### config.mk
export PLATFORM = sky130hd
export DESIGN_NAME = fan_speed_ctrl
export DESIGN_NICKNAME = d
export VERILOG_FILES = /design/src/rtl/fan_speed_ctrl.sv
export SDC_FILE = /design/constraint.sdc
export NUM_CORES = 1
export LEC_CHECK = 0
export BUFFER_PORTS_ARGS = -buffer_cell sky130_fd_sc_hd__buf_4
export CORE_MARGIN = 2
export CORE_UTILIZATION = 50
export CTS_CLUSTER_SIZE = 30
export DETAILED_ROUTE_END_ITERATION = 16
export PLACE_DENSITY_LB_ADDON = 0.1
export SLEW_MARGIN = 10
export SYNTH_ARGS = -nofsm -noshare
export SYNTH_HDL_FRONTEND = slang
export SYNTH_SLANG_ARGS = --single-unit
### constraint.sdc
create_clock -name clk -period 2.4 [get_ports clk]
set_clock_uncertainty 0.1 [all_clocks]
set_input_delay 0 -clock clk [delete_from_list [all_inputs] [get_ports clk]]
set_output_delay 0 -clock clk [all_outputs]
set_load 0.05 [all_outputs]
### src/rtl/fan_speed_ctrl.sv
// ----------------------------------------------------------------------------
// fan_speed_ctrl
//
// Fan run-state controller. Debounced speed/off buttons drive a four-state
// speed FSM (OFF, SPD1, SPD2, SPD3). The FSM selects the PWM duty for the fan
// and lights one speed LED. An expiry edge on the fan timer's `timeout` flag
// shuts the fan off.
//
// Parameters:
//   DB_CYCLES  clocks a button must hold a new level before it is accepted
//   PWM_DIV    clocks per PWM step (period = 100 steps)
//   DUTY1..3   duty in steps (0..100) for SPD1..SPD3
//
// Ports:
//   clk        system clock
//   reset_p    synchronous, active-high reset
//   btn_speed  raw asynchronous speed button, active high
//   btn_off    raw asynchronous off button, active high
//   timeout    fan timer flag: 1 = idle/running, 0 = armed timer expired
//   state      1 while the fan runs (FSM not OFF), feeds the timer
//   speed      0 = OFF, 1 = SPD1, 2 = SPD2, 3 = SPD3
//   fan_pwm    PWM drive to the fan
//   speed_led  one-hot speed indicator, 000 when OFF
// ----------------------------------------------------------------------------
module fan_speed_ctrl #(
    parameter int DB_CYCLES = 1_250_000,
    parameter int PWM_DIV   = 1250,
    parameter int DUTY1     = 30,
    parameter int DUTY2     = 60,
    parameter int DUTY3     = 90
) (
    input  logic       clk,
    input  logic       reset_p,
    input  logic       btn_speed,
    input  logic       btn_off,
    input  logic       timeout,
    output logic       state,
    output logic [1:0] speed,
    output logic       fan_pwm,
    output logic [2:0] speed_led
);

    localparam int DB_W  = (DB_CYCLES > 1) ? $clog2(DB_CYCLES) : 1;
    localparam int PRE_W = (PWM_DIV > 1) ? $clog2(PWM_DIV) : 1;

    localparam logic [DB_W-1:0]  DB_LAST   = DB_W'(DB_CYCLES - 1);
    localparam logic [PRE_W-1:0] PRE_LAST  = PRE_W'(PWM_DIV - 1);
    localparam logic [6:0]       STEP_LAST = 7'd99;

    localparam logic [6:0] DUTY1_Q = 7'(DUTY1);
    localparam logic [6:0] DUTY2_Q = 7'(DUTY2);
    localparam logic [6:0] DUTY3_Q = 7'(DUTY3);

    typedef enum logic [1:0] {
        OFF  = 2'd0,
        SPD1 = 2'd1,
        SPD2 = 2'd2,
        SPD3 = 2'd3
    } fan_state_t;

    function automatic logic [2:0] led_for(input fan_state_t s);
        case (s)
            SPD1:    led_for = 3'b001;
            SPD2:    led_for = 3'b010;
            SPD3:    led_for = 3'b100;
            default: led_for = 3'b000;
        endcase
    endfunction

    function automatic logic [6:0] duty_for(input fan_state_t s);
        case (s)
            SPD1:    duty_for = DUTY1_Q;
            SPD2:    duty_for = DUTY2_Q;
            SPD3:    duty_for = DUTY3_Q;
            default: duty_for = 7'd0;
        endcase
    endfunction

    // ------------------------------------------------------------------------
    // Button path: index 0 = speed, 1 = off. Both buttons share one block so
    // each register vector has a single driver.
    // ------------------------------------------------------------------------
    logic [1:0]      btn_raw;
    logic [1:0]      s1;
    logic [1:0]      s2;
    logic [1:0]      db;
    logic [1:0]      db_d;
    logic [DB_W-1:0] db_cnt [2];
    logic [1:0]      press;

    assign btn_raw = {btn_off, btn_speed};

    // NOTE: clocked state uses non-blocking assignments so every register
    // samples pre-edge values, independent of statement order.
    always_ff @(posedge clk) begin
        if (reset_p) begin
            s1   <= '0;
            s2   <= '0;
            db   <= '0;
            db_d <= '0;
            for (int i = 0; i < 2; i++) begin
                db_cnt[i] <= '0;
            end
        end else begin
            s1   <= btn_raw;
            s2   <= s1;
            db_d <= db;
            for (int i = 0; i < 2; i++) begin
                // The counter measures how long s2 has disagreed with the
                // accepted level; any agreement restarts the measurement.
                if (s2[i] == db[i]) begin
                    db_cnt[i] <= '0;
                end else if (db_cnt[i] == DB_LAST) begin
                    db[i]     <= s2[i];
                    db_cnt[i] <= '0;
                end else begin
                    db_cnt[i] <= db_cnt[i] + 1'b1;
                end
            end
        end
    end

    // One-cycle pulse on each accepted press; releases produce nothing.
    assign press = db & ~db_d;

    // ------------------------------------------------------------------------
    // Timeout edge detect. tmo_d resets to 1 so a timer already reporting 0
    // at reset is not mistaken for an expiry, and a level that stays low
    // after shutdown never re-fires.
    // ------------------------------------------------------------------------
    logic tmo_d;
    logic expiry;

    assign expiry = tmo_d & ~timeout;

    // ------------------------------------------------------------------------
    // Speed FSM with registered, decoded outputs.
    // ------------------------------------------------------------------------
    fan_state_t fsm_q;
    fan_state_t fsm_next;

    // NOTE: always_comb assigns a default before any branch so no path leaves
    // fsm_next unassigned, which would infer a latch.
    always_comb begin
        fsm_next = fsm_q;
        if (expiry || press[1]) begin
            fsm_next = OFF;
        end else if (press[0]) begin
            case (fsm_q)
                OFF:     fsm_next = SPD1;
                SPD1:    fsm_next = SPD2;
                SPD2:    fsm_next = SPD3;
                default: fsm_next = SPD1;   // SPD3 wraps to SPD1, never OFF
            endcase
        end
    end

    always_ff @(posedge clk) begin
        if (reset_p) begin
            fsm_q     <= OFF;
            state     <= 1'b0;
            speed     <= 2'd0;
            speed_led <= 3'b000;
            tmo_d     <= 1'b1;
        end else begin
            fsm_q     <= fsm_next;
            state     <= (fsm_next != OFF);
            speed     <= fsm_next;
            speed_led <= led_for(fsm_next);
            tmo_d     <= timeout;
        end
    end

    // ------------------------------------------------------------------------
    // PWM: prescaler -> 100-step period. Duty is latched only at the period
    // boundary so each period runs at a single duty, but the running check on
    // fsm_q drops the output as soon as the FSM reaches OFF.
    // ------------------------------------------------------------------------
    logic [PRE_W-1:0] pre;
    logic [6:0]       step;
    logic [6:0]       duty_q;
    logic             pre_wrap;

    assign pre_wrap = (pre == PRE_LAST);

    always_ff @(posedge clk) begin
        if (reset_p) begin
            pre     <= '0;
            step    <= '0;
            duty_q  <= '0;
            fan_pwm <= 1'b0;
        end else begin
            pre <= pre_wrap ? '0 : pre + 1'b1;
            if (pre_wrap) begin
                step <= (step == STEP_LAST) ? 7'd0 : step + 7'd1;
                if (step == STEP_LAST) begin
                    duty_q <= duty_for(fsm_q);
                end
            end
            fan_pwm <= (step < duty_q) && (fsm_q != OFF);
        end
    end

endmodule

-- Word level (Yosys, flattened, before mapping)
Memories as Yosys holds them, arrays and structs flattened.
Cells that the tools add are included.
W data, S select, Z words.
- bits in registers: 41
- RAM bits: 42
- word-level logic and storage cells: 87
- memories kept: 1
- add/subtract/negate cells: 4
- order comparisons: 1
- equality and inequality tests: 12
- muxes and demuxes: 36
- bitwise logic cells: 12
- reductions and logical operators: 8
- memories (name ; depth ; width ; read ports ; clocked after Yosys merged registers in ; wr ports ; RTL line ; text):
    db_cnt ; 2 ; 21 ; 2 ; 0 ; 2 ; 88 ; logic [DB_W-1:0] db_cnt [2];
- operators with widths (cell ; count):
    $mux W21 ; 6
    $add A21 B1 Y21 const B ; 2
    $eq A21 B21 Y1 const B ; 2
    $mux W1 ; 24
    $pmux W7 S3 ; 1
    $add A11 B1 Y11 const B ; 1
    $eq A11 B11 Y1 const B ; 1
    $pmux W3 S3 ; 1
    $eq A2 B2 Y1 const B ; 4
    $add A7 B1 Y7 const B ; 1
    $eq A7 B7 Y1 const B ; 1
    $lt A7 B7 Y1 ; 1
    $mux W7 ; 1
    $or A1 B1 Y1 ; 6
    $reduce_and A2 Y1 ; 3
    $eq A2 B1 Y1 const B ; 2
    $mux W2 ; 2
    $pmux W2 S2 ; 1
    $reduce_bool A2 Y1 ; 2
    $not A1 Y1 ; 3
    $and A2 B2 Y2 ; 1
    $eq A1 B1 Y1 ; 2
    $not A2 Y2 ; 1
    $reduce_or A2 Y1 ; 1
    other kinds (3) ; 3

-- Longest topological paths before layout
- depth after elaboration: 7
- gate-level depth with buffers: 8
- mapped depth without buffers: 7

-- Least setup slack after synthesis
Ideal clock, no wire load.
- kind: flip-flop to flip-flop
- from: memory db_cnt[0][0] (netlist name)
- to: memory db_cnt[0][13] (netlist name), data pin
- setup time: 254 ps
- arrival time: 1748 ps
- data required time: 2046 ps
- slack: 298 ps
- cell stages (with the launch flop): 8
- path through: edfxtp_1 -> ha_1 -> nand3_2 -> or4b_4 -> nor4_4 -> or2_2 -> buf_6 -> nor2_1
- RTL lines (what ; RTL line):
    from (decl) ; 88

==> flow_metrics.env <==
export IMPL_synth_edf_count=42
export IMPL_post_synth_top_area_cell="edfxtp_1"
export IMPL_holdPathStages=1
export IMPL_grtUsageTotal=0.167
export IMPL_synth_flop_cell="edfxtp_1"
export IMPL_setup_violations=0
export IMPL_critical_path_slowest_cell="or4b_4"
export IMPL_ff_latch_area_sq_um=2040
export IMPL_clock_power_share=0.382
export IMPL_setup_slack_ns=0.205
export IMPL_worstReg2RegStart="db_cnt[0][0]"
export IMPL_initial_utilization=0.516
export IMPL_area_growth_pct=15.8
export IMPL_synth_simple_area_share=0.254
export IMPL_fin_nets=481
export IMPL_finalHoldViolCount=0
export IMPL_drc_errors=0
export IMPL_r2r_slack_ns=0.20
export IMPL_cap_violations=0
export IMPL_insertion_delay_ns=0.35
export IMPL_p_seq_frac=0.581
export IMPL_worst_path_buf_inv=1
export IMPL_power_leakage_nw=1.74
export IMPL_drt_first_pass_iters=4
export IMPL_arrival_ns=2.19
export IMPL_design_area_sq_um=4620
export IMPL_crit_type="register to register"
export IMPL_clk_transition_reported_paths_ns=0.09
export IMPL_drt_iter0_drc=79
export IMPL_syn_inst=393
export IMPL_clock_root_buffer="clkbuf_8"
export IMPL_powerDensity_nw_per_um2=571
export IMPL_clock_fmax_mhz=456
export IMPL_switchingPower_uw=609
export IMPL_cp_start_kind="register"
export IMPL_pwr_share_comb=0.037
export IMPL_synth_xor_area_frac=0.121
export IMPL_yosys_warnings=0
export IMPL_rows=32
export IMPL_path_max_fanout=12
export IMPL_p_int_mw=2.03
export IMPL_clock_sinks=81
export IMPL_r2r_end="db_cnt[0][12]"
export IMPL_ys_seq_elements=81
export IMPL_ys_async_sr_fraction=0
export IMPL_hold_path_class="register to register"
export IMPL_crit_end="db_cnt[0][12]"
export IMPL_coreArea_sq_um=7730
export IMPL_synth_top_family_by_area="simple AND/OR/NAND/NOR gates"
export IMPL_syn_area_sq_um=3990
export IMPL_critical_path_top_delay_family="simple AND/OR/NAND/NOR gates"
export IMPL_seq_area_frac_synth=0.512
export IMPL_synth_cell_types=38
export IMPL_sw_frac_of_total=0.231
export IMPL_syn_avg_cell_area_sq_um=10.1
export IMPL_drive_above_1_share=0.0970
export IMPL_antenna_diode_count=0
export IMPL_dpl_cell_area_sq_um=4350
export IMPL_utilization=0.598
export IMPL_tns_ns=0
export IMPL_portBuffers=11
export IMPL_critPathCaptureType="register"
export IMPL_yosys_top_cells_area="edfxtp_1, dfxtp_1, xor2_1"
export IMPL_r2r_worst_path_cells=7
export IMPL_wirelength_microns=6570
export IMPL_grt_max_degree=24
export IMPL_clock_path_buffers=2
export IMPL_cts_tree="done"
export IMPL_crit_cells=7
export IMPL_muxShareOfSynthArea=0.00502
export IMPL_cts_buffers=9
export IMPL_grt_pass1_wl_microns=11500
export IMPL_grt_pass1_vias=2698
export IMPL_gp_congestion=0.784
export IMPL_fin_crit_sh=0.915
export IMPL_yosysTopAreaCellShare=0.316
export IMPL_hpwl_microns=4690
export IMPL_ant_nets=0
export IMPL_synth_fa_ha_area_frac=0.0533
export IMPL_pre_cts_ws_ns=0.122
export IMPL_fill_cells=681
export IMPL_htreeDepth=3
export IMPL_overflow=0
export IMPL_drv_slew=0
export IMPL_io_pins=12
export IMPL_multi_input_area_sq_um=1990
export IMPL_antenna_found_initial=0
export IMPL_synth_compound_area_frac=0.0270
export IMPL_rsz0062_at_grt="no"
export IMPL_crit_required_ns=2.40
export IMPL_crit_chain="ha_2 > nand3_2 > or4b_4 > nor4_4 > or2_2 > buf_4 > nor2_1"
export IMPL_status="finished clean"
export IMPL_ir_worst_vdd_uv=270
export IMPL_post_drt_via_cell_ratio=4.88
export IMPL_critPathMaxStageDelay_ns=0.54
export IMPL_avgRoutedWirePerCell_microns=11.6
export IMPL_die_h_microns=93.3
export IMPL_cp_startpoint="db_cnt[0][0]"
export IMPL_dieWidth_microns=93.3
export IMPL_die_area_sq_um=8710
export IMPL_holdWs_ns=0.347
export IMPL_vias=2760
export IMPL_min_period_ns=2.20
[kinds of logic after synthesis]
kind of cell / Yosys count
simple gates: 195
flops: 81
xor+xnor: 55
buf+inv: 24
compound gates: 18
fa+ha+maj: 17
mux: 2
other cells: 1
[final cells by class]
class | count | share of cell area
clock buffers | 9 | 0.0268
clock inverters | 7 | 0.0163
inverters | 12 | 0.00975
multi-input cells | 329 | 0.431
flip-flops and latches | 81 | 0.442
well taps | 102 | 0.0276
repair buffers | 26 | 0.0460
[cell usage in the layout, fill, tap and decap left out, types with 4 or more instances in the layout]
master and count:
ha_1 16, dfxtp_1 39, inv_1 12, xnor2_1 21, or2_2 6, nand2b_1 4, o21ai_0 4, nor4b_1 5
nor4_1 4, edfxtp_1 42, xor2_1 34, nand2_1 20, conb_1 42, nor3_1 4, nand3_1 22, nand4_1 14
buf_4 19, clkbuf_8 9, and2_1 5, and4_1 8, nor2b_1 9, a21oi_1 7, nor2_1 79, dlygate4sd3_1 7
and3_1 7
[layer usage]
| metal | vias to the layer above | track usage | share of wire |
|---|---|---|---|
| li1 | 1447 | - | - |
| met4 | 0 | 0.0674 | 0.0079 |
| met5 | - | 0 | 0 |
| met2 | 29 | 0.270 | 0.48 |
| met1 | 1280 | 0.217 | 0.49 |
| met3 | 4 | 0.0387 | 0.026 |
[metrics by stage]
step / cells / power, mW
floorplan: 434 / 1.63
global placement: 543 / 1.65
detailed placement: 543 / 1.65
CTS: 566 / 2.67
global route: 566 / 2.75
finish: 566 / 2.64
[worst min-delay path by stage]
| stage | startpoint | to | slack [ns] |
|---|---|---|---|
| floorplan | reset_p | fsm_q[0] | -0.007 |
| global placement | timeout | tmo_d | 0.10 |
| detailed placement | timeout | tmo_d | 0.10 |
| CTS | s1[0] | s2[0] | 0.36 |
| global route | s1[0] | s2[0] | 0.37 |
| finish | s1[0] | s2[0] | 0.35 |
[power groups by stage]
stage	clock network (mW)	registers [mW]	logic (mW)
finish	1.01	1.53	0.0976
floorplan	0	1.55	0.0738
global placement	0	1.56	0.0869
detailed placement	0	1.56	0.0870
CTS	1.04	1.53	0.0966
global route	1.10	1.54	0.113
[registers in the layout (all words and copies together) (netlist names)]
signal	count
s1	2
pre	11
tmo_d	1
fan_pwm	1
fsm_q	2
duty_q	5
db_cnt	42
db	2
speed_led	3
db_d	2
state	1
step	7
s2	2
[Yosys cell counts (6+ instances only)]
library cell	instances
and4_1	8
nand3_1	22
dfxtp_1	39
edfxtp_1	42
xnor2_1	21
nand4_1	14
and3_1	7
or2_2	6
ha_1	17
a21oi_1	7
nand2_1	20
inv_1	12
clkbuf_1	7
nor2_1	79
nor2b_1	9
xor2_1	34
[repair_timing]
action,4_1_cts,5_1_grt
setup endpoints to repair,0,12
hold buffers,7,0
buffers inserted,0,0
hold endpoints to repair,19,0
gates resized for setup,0,1
No activity file was read; power rests on OpenSTA's default activity.
